### config.mk
export PLATFORM = sky130hd
export DESIGN_NAME = fixed_point_divider
export DESIGN_NICKNAME = d
export VERILOG_FILES = /design/src/rtl/fixed_point_divider_pkg.sv /design/src/rtl/fixed_point_divider.sv
export SDC_FILE = /design/constraint.sdc
export NUM_CORES = 1
export LEC_CHECK = 0
export ABC_AREA = 1
export CAP_MARGIN = 20
export CORE_ASPECT_RATIO = 1.2
export CORE_UTILIZATION = 70
export DETAILED_ROUTE_END_ITERATION = 12
export DONT_BUFFER_PORTS = 1
export PLACE_DENSITY = 0.95
export SLEW_MARGIN = 10
export SYNTH_ARGS = -nofsm -noshare
export SYNTH_HDL_FRONTEND = slang
export SYNTH_SLANG_ARGS = --single-unit
### constraint.sdc
create_clock -name clk -period 3 [get_ports clk]
set_input_delay 0.6 -clock clk [delete_from_list [all_inputs] [get_ports clk]]
set_output_delay 0.6 -clock clk [all_outputs]
set_load 0.01 [all_outputs]
### src/rtl/fixed_point_divider_pkg.sv
// rtl/fixed_point_divider_pkg.sv - shared state encoding and Q-format constants for the divider
//
// Purpose: state encoding for the sequential divider plus default width-derived
// constants used by the divider and the rest of the interpolation datapath.
// Ports: none (package).

package fixed_point_divider_pkg;

    // Default datapath format: Q7.8 in 16 bits.
    localparam int DIV_WIDTH = 16;
    localparam int DIV_FRAC  = 8;

    // Quotient bits produced by the restoring loop, one per CALC cycle.
    localparam int DIV_ITER = DIV_WIDTH + DIV_FRAC;

    // Saturation limits at the default width.
    localparam logic [DIV_WIDTH-1:0] DIV_MAX_POS = {1'b0, {(DIV_WIDTH-1){1'b1}}};
    localparam logic [DIV_WIDTH-1:0] DIV_MAX_NEG = {1'b1, {(DIV_WIDTH-1){1'b0}}};

    // Format constants shared with the interpolation adder/multiplier.
    localparam int                   Q_INT_BITS = DIV_WIDTH - DIV_FRAC - 1;
    localparam logic [DIV_WIDTH-1:0] Q_ONE      = DIV_WIDTH'(1) << DIV_FRAC;
    localparam logic [DIV_WIDTH-1:0] Q_HALF     = DIV_WIDTH'(1) << (DIV_FRAC - 1);

    typedef enum logic [1:0] {
        ST_IDLE = 2'd0,
        ST_CALC = 2'd1,
        ST_FIX  = 2'd2,
        ST_DONE = 2'd3
    } div_state_t;

endpackage

### src/rtl/fixed_point_divider.sv
// rtl/fixed_point_divider.sv - sequential signed Q-format radix-2 restoring divider
//
// Purpose: computes quotient = dividend / divisor in Q(WIDTH-FRAC-1).FRAC,
// one quotient bit per cycle, truncated toward zero with saturation.
// Ports:
//   clk, rst            clock, synchronous active-high reset
//   start               request, honoured only in IDLE
//   dividend, divisor   operands, captured on an accepted start
//   quotient            result, held until the next accepted start
//   done                one-cycle completion pulse
//   busy                high while CALC or FIX
//   div_by_zero         divisor was zero (held with quotient)
//   overflow            result saturated (held with quotient)

module fixed_point_divider
    import fixed_point_divider_pkg::*;
#(
    parameter int WIDTH = DIV_WIDTH,
    parameter int FRAC  = DIV_FRAC
) (
    input  logic             clk,
    input  logic             rst,
    input  logic             start,
    input  logic [WIDTH-1:0] dividend,
    input  logic [WIDTH-1:0] divisor,
    output logic [WIDTH-1:0] quotient,
    output logic             done,
    output logic             busy,
    output logic             div_by_zero,
    output logic             overflow
);

    localparam int NW = WIDTH + FRAC;
    localparam int CW = $clog2(NW + 1);

    localparam logic [WIDTH-1:0] Q_MAX_POS = {1'b0, {(WIDTH-1){1'b1}}};
    localparam logic [WIDTH-1:0] Q_MAX_NEG = {1'b1, {(WIDTH-1){1'b0}}};
    // Magnitude limits for the two result signs, at numerator width.
    localparam logic [NW-1:0] POS_LIM = {{(FRAC+1){1'b0}}, {(WIDTH-1){1'b1}}};
    localparam logic [NW-1:0] NEG_LIM = {{FRAC{1'b0}}, 1'b1, {(WIDTH-1){1'b0}}};

    div_state_t       state;
    logic             sign_q;
    logic [WIDTH-1:0] dvsr_mag;
    logic [WIDTH-1:0] rem;
    // Holds the remaining numerator bits at the top and collects quotient
    // bits at the bottom; after NW steps it is exactly the magnitude Qm.
    logic [NW-1:0]    num;
    logic [CW-1:0]    cnt;

    // Operand magnitudes; the most negative value maps to 2^(WIDTH-1),
    // which is still representable as an unsigned WIDTH-bit number.
    logic [WIDTH-1:0] dvd_mag_in;
    logic [WIDTH-1:0] dvs_mag_in;

    assign dvd_mag_in = dividend[WIDTH-1] ? (~dividend + 1'b1) : dividend;
    assign dvs_mag_in = divisor[WIDTH-1]  ? (~divisor + 1'b1)  : divisor;

    // Restoring step: the shifted remainder needs one extra bit because it
    // can reach 2*|divisor|-1 before the compare.
    logic [WIDTH:0]   rem_shift;
    logic [WIDTH-1:0] rem_sub;
    logic             rem_ge;
    logic [WIDTH-1:0] rem_next;
    logic [NW-1:0]    num_next;

    assign rem_shift = {rem, num[NW-1]};
    assign rem_ge    = rem_shift >= {1'b0, dvsr_mag};
    // Only used when rem_ge, so the result always fits in WIDTH bits.
    assign rem_sub   = rem_shift[WIDTH-1:0] - dvsr_mag;
    assign rem_next  = rem_ge ? rem_sub : rem_shift[WIDTH-1:0];
    assign num_next  = {num[NW-2:0], rem_ge};

    // Sign application and saturation of the final magnitude.
    logic [WIDTH-1:0] fix_q;
    logic             fix_ov;

    always_comb begin
        fix_q  = '0;
        fix_ov = 1'b0;
        if (!sign_q) begin
            if (num > POS_LIM) begin
                fix_q  = Q_MAX_POS;
                fix_ov = 1'b1;
            end else begin
                fix_q = num[WIDTH-1:0];
            end
        end else begin
            if (num > NEG_LIM) begin
                fix_q  = Q_MAX_NEG;
                fix_ov = 1'b1;
            end else begin
                // Negating zero yields zero, so -0 never appears.
                fix_q = ~num[WIDTH-1:0] + 1'b1;
            end
        end
    end

    always_ff @(posedge clk) begin
        if (rst) begin
            state       <= ST_IDLE;
            sign_q      <= 1'b0;
            dvsr_mag    <= '0;
            rem         <= '0;
            num         <= '0;
            cnt         <= '0;
            quotient    <= '0;
            done        <= 1'b0;
            busy        <= 1'b0;
            div_by_zero <= 1'b0;
            overflow    <= 1'b0;
        end else begin
            case (state)
                ST_IDLE: begin
                    done <= 1'b0;
                    if (start) begin
                        sign_q      <= dividend[WIDTH-1] ^ divisor[WIDTH-1];
                        dvsr_mag    <= dvs_mag_in;
                        rem         <= '0;
                        num         <= {dvd_mag_in, {FRAC{1'b0}}};
                        cnt         <= CW'(NW);
                        div_by_zero <= 1'b0;
                        overflow    <= 1'b0;
                        if (divisor == '0) begin
                            quotient    <= dividend[WIDTH-1] ? Q_MAX_NEG : Q_MAX_POS;
                            div_by_zero <= 1'b1;
                            done        <= 1'b1;
                            state       <= ST_DONE;
                        end else begin
                            busy  <= 1'b1;
                            state <= ST_CALC;
                        end
                    end
                end
                ST_CALC: begin
                    rem <= rem_next;
                    num <= num_next;
                    cnt <= cnt - 1'b1;
                    if (cnt == CW'(1)) begin
                        state <= ST_FIX;
                    end
                end
                ST_FIX: begin
                    quotient <= fix_q;
                    overflow <= fix_ov;
                    busy     <= 1'b0;
                    done     <= 1'b1;
                    state    <= ST_DONE;
                end
                ST_DONE: begin
                    done  <= 1'b0;
                    state <= ST_IDLE;
                end
                default: begin
                    state <= ST_IDLE;
                end
            endcase
        end
    end

endmodule

# After elaboration in Yosys (flattened, before gate mapping)

Index checks and enable logic that the tools add are counted.

Logic and storage cells: 73
Bits in registers: 84
Bits of input ports: 35
Output and inout port bits: 20

Reductions and logical operators: 11
Order comparisons: 3
Equal/unequal tests: 8
Bitwise gates (word level): 4
Add/subtract/negate cells: 5
Muxes and demuxes: 31

Operator list:

| kind                                                                              | count |
|---|---|
| 16-bit two-way mux                                                                | 10 |
| 16-bit case mux with 2 select lines                                               | 2 |
| 16-bit by 1-bit adder with 16-bit output, second input constant                   | 3 |
| 16-bit NOT                                                                        | 3 |
| 24-bit case mux with 2 select lines                                               | 1 |
| 24-bit by 15-bit greater-than comparator with 1-bit output, second input constant | 1 |
| 24-bit by 16-bit greater-than comparator with 1-bit output, second input constant | 1 |
| 24-bit two-way mux                                                                | 1 |
| 17-bit by 16-bit >= comparator with 1-bit output                                  | 1 |
| 16-bit zero test                                                                  | 1 |
| 16-bit subtractor                                                                 | 1 |
| 5-bit case mux with 2 select lines                                                | 1 |
| 1-bit two-way mux                                                                 | 8 |
| 2-bit != test, second input constant                                              | 4 |
| 2-bit case mux with 4 select lines                                                | 1 |
| 2-bit AND reduction                                                               | 4 |
| 2-bit two-way mux                                                                 | 3 |
| 3-bit AND reduction                                                               | 2 |
| 5-bit by 1-bit == test with 1-bit output, second input constant                   | 1 |
| 5-bit two-way mux                                                                 | 1 |
| 5-bit by 1-bit subtractor with 5-bit output, second input constant                | 1 |
| 2-bit == test, second input constant                                              | 2 |
| 1-bit case mux with 2 select lines                                                | 2 |
| 2-bit nonzero test                                                                | 2 |
| other kinds (5)                                                                   | 5 |

# Depth between registers and ports, before layout

Depth in word-level cells: 5
Mapped depth: 14
Gate-level depth less buffers: 14

# Least setup slack after synthesis

No wires, ideal clock.

Kind: input port to flip-flop
Start point: input port divisor[1]
End point: register quotient[0]
Data required time: 2.878 ns
Setup time: 0.122 ns
Buffers on the path: 1
Cell stages on the path: 10
Path slack: 1.122 ns
Data arrival time: 1.756 ns
Cells stage by stage: inv_1 -> ha_1 -> nand4_4 -> nor2_4 -> nand3_2 -> nand2_1 -> nand2_2 -> nor2_8 -> buf_6 -> a21oi_2

Cells in the longest elaborated chain, start to end: 3

Ends and longest elaborated chain:

| element                              | RTL line                   | RTL |
|---|---|---|
| start: declaration                   | fixed_point_divider.sv:25  | `input logic [WIDTH-1:0] divisor,` |
| 16-bit zero test                     | fixed_point_divider.sv:124 | `if (divisor == '0) begin` |
| 2-bit != test (no source line)       | n/a                        |  |
| 3-bit AND reduction (no source line) | n/a                        |  |
| end signal: assignment               | fixed_point_divider.sv:125 | `quotient <= dividend[WIDTH-1] ? Q_MAX_NEG : Q_MAX_POS;` |
| end signal: assignment               | fixed_point_divider.sv:144 | `quotient <= fix_q;` |
| end: declaration                     | fixed_point_divider.sv:26  | `output logic [WIDTH-1:0] quotient,` |

No other way between the ends.
A chain may end at the register's enable or synchronous reset.

# Worst setup path in the final report

Start point: register state[0]
End point: register num[9]

Cells in the longest elaborated chain, start to end: 3
Elaborated cells between the ends (all ways): 6
Those cells by class: eq/ne (2); mux (1); reduce/logical (3)

Ends and longest elaborated chain:

| element                                                                            | RTL line                   | RTL |
|---|---|---|
| start: declaration                                                                 | fixed_point_divider.sv:42  | `div_state_t state;` |
| start signal: assignment                                                           | fixed_point_divider.sv:101 | `state <= ST_IDLE;` |
| start signal: assignment                                                           | fixed_point_divider.sv:128 | `state <= ST_DONE;` |
| start signal: assignment                                                           | fixed_point_divider.sv:131 | `state <= ST_CALC;` |
| 2-bit by 1-bit == test with 1-bit output / 2-bit zero test (equally long branches) | fixed_point_divider.sv:113 | `case (state)` |
| 2-bit nonzero test (no source line) / 2-bit != test (equally long branches)        | n/a                        |  |
| 2-bit AND reduction (no source line)                                               | n/a                        |  |
| end signal: assignment                                                             | fixed_point_divider.sv:120 | `num <= {dvd_mag_in, {FRAC{1'b0}}};` |
| end signal: assignment                                                             | fixed_point_divider.sv:137 | `num <= num_next;` |
| end: declaration                                                                   | fixed_point_divider.sv:48  | `logic [NW-1:0] num;` |

Several ways; a longest one is shown, not always the timed one.

==> flow_summary.json <==
{
  "layout.area.seq_um2": 1680,
  "dr_total_vias": 6273,
  "final_core_util_pct": 75.2,
  "multiInputGateArea_um2": 3890,
  "grt_pass1_vias": 5753,
  "synth_nets": 1054,
  "yosysUniqueCellTypes": 42,
  "p_leak_nw": 3.01,
  "cts_max_level": 3,
  "dp_hpwl_mm": 11.4,
  "antenna_cells": 0,
  "setup_viol": 0,
  "layout.cells.non_filler": 1092,
  "grt_pass1_wl_mm": 25.5,
  "criticalPathCategory": "flop to flop",
  "status": "finished clean",
  "dieArea_um2": 9400,
  "drive_gt1_share_pct": 9.74,
  "ant_nets": 0,
  "via_per_inst": 5.74,
  "fin_hold_ws_ns": 0.283,
  "relSlewSlack_pct": 35.6,
  "rsz0062_at_grt": "no",
  "area_growth_pct": 3.09,
  "cts_made_buffers": 9,
  "synth-seq-cells": 84,
  "yosysWarnings": 0,
  "cts_tree": "done",
  "grt.overflow.total": 0,
  "die_w_um": 88.7,
  "ctsLongestPathBuffers": 2,
  "worst_clock_skew_ns": 0.0121,
  "dr.pass1.iters": 6,
  "first_iter_violations": 341,
  "post_cts_resized": 0,
  "cp-end-kind": "flop",
  "start_util_pct": 72.9,
  "clock_sinks": 84,
  "grt_usage_pct": 34.5,
  "num-fill-cells": 691,
  "slew_violations": 0,
  "final-hold-violation-count": 0,
  "drc": 0,
  "post_cts_buffers": 0,
  "required_ns": 3.26,
  "cts.reportedPaths.clkPinSlew_ns": 0.09,
  "clock-root-buffer": "clkbuf_8",
  "syn_inst": 993,
  "grt_start_max_net_pins": 51,
  "wl_mm": 15.5,
  "max_clock_freq_mhz": 421,
  "num_rows": 37,
  "ioPinCount": 55,
  "ys_seq_area_share_pct": 26.6,
  "worstHoldPathType": "input pin to flop",
  "critPathArrivalTime_ns": 2.64,
  "dp.cells": 1077,
  "p_per_area_nw_per_um2": 1070,
  "finalNetCount": 1032,
  "port_buffers": 0,
  "antenna_found_initial": 0,
  "worst_slew_pin_slew_ns": 0.965,
  "fin_tns_setup_ns": 0,
  "dieHeight_um": 106,
  "drv_cap": 0,
  "fp.coreArea_um2": 8660,
  "clock_latency_ns": 0.37,
  "wl_per_cell_um": 14.2,
  "ir_worst_vdd_mv": 0.817,
  "finalCritPeriodShare_pct": 79.1,
  "cts_hold_buffers": 0,
  "avgSynthCellArea_um2": 6.36,
  "place_congestion": 0.964,
  "critPathMaxFanout": 49,
  "syn_area_um2": 6310,
  "startpoint_type": "flop",
  "period_needed_ns": 2.37
}
[Yosys cell counts, drive strengths merged]
library cell	number	area [um^2]
a21oi	97	587
a221oi	2	17.5
a31oi	4	25.0
and2	4	25.0
buf	18	140
clkbuf	21	78.8
dfxtp	84	1680
fa	1	20.0
ha	25	313
inv	139	522
nand2	296	1170
nand3	90	510
nand3b	12	90.1
nand4	9	71.3
nor2	75	340
nor3	13	75.1
nor4	1	6.26
o211ai	7	52.6
o21ai	62	310
o221ai	3	26.3
o22ai	1	6.26
o31ai	2	15.0
or2	3	18.8
xnor2	11	96.3
xor2	13	114
[cells in the final DEF (no fill, tap or decap), types with 13 or more instances in the layout]
cell type / n
xor2_1: 13
nand2_2: 17
o21ai_0: 60
dfxtp_1: 84
ha_1: 25
a21oi_1: 72
inv_1: 136
a21oi_2: 24
nor2_1: 65
nand2_1: 277
nand3_1: 78
[final timing paths]
check	startpoint	end	slack, ns	cells past startpoint
hold reg to reg	num[20]	num[20]	0.47	2
hold / removal	rst	overflow	0.28	1
setup reg to reg	state[0]	num[9]	0.63	8
setup / recovery	state[0]	num[9]	0.63	8
[kinds of logic after synthesis]
kind of cell,after synthesis,share of synthesized area [%]
simple gates,503,36.5
fa+ha+maj,26,5.27
flops,84,26.6
compound gates,178,16.5
xor+xnor,24,3.33
buf+inv,178,11.7
[through the flow]
stage | worst slack, ns | cell area [um^2] | power (mW)
after floorplan | 1.12 | 6310 | 5.29
after global placement | 0.866 | 6280 | 5.85
after detailed placement | 0.778 | 6280 | 5.96
after CTS | 0.667 | 6510 | 6.89
after global routing | 0.455 | 6510 | 7.57
final | 0.627 | 6510 | 6.97
[layout make-up]
cell class,count,area share (%)
Tap cell,117,2.25
Sequential cell,84,25.8
Clock inverter,5,1.31
Timing Repair Buffer,6,0.692
Inverter,139,8.02
Clock buffer,10,2.12
Multi-Input combinational cell,731,59.8
[where the power goes]
part	leakage (nW)	internal, mW	total (mW)	switching (mW)
combinational	2.22	1.45	4.36	2.91
clock	0.109	0.491	0.926	0.435
sequential	0.686	1.40	1.69	0.284
total	3.01	3.35	6.97	3.62
[worst max-delay path, stage by stage (launching register included)]
cell	delay, ns
dfxtp_1	0.38
inv_1	0.10
ha_1	0.30
nand2_2	0.18
o21ai_1	0.09
buf_4	0.19
inv_2	0.58
a21oi_1	0.14
a221oi_1	0.30
[state kept, by name (all words and copies together), names as in the netlist, 2 cells and up]
register	cells
dvsr_mag	16
rem	16
state	2
num	24
cnt	5
quotient	16
[routing by layer]
layer  vias up  track usage [%]  part of all wire, %
met3        53             5.75                  5.5
li1       3137                -                    -
met5         -                0                    0
met4         0             17.5                  3.8
met1      2843             40.3                   41
met2       240             59.6                   50
Note: power is estimated with default switching activity, not from simulation.
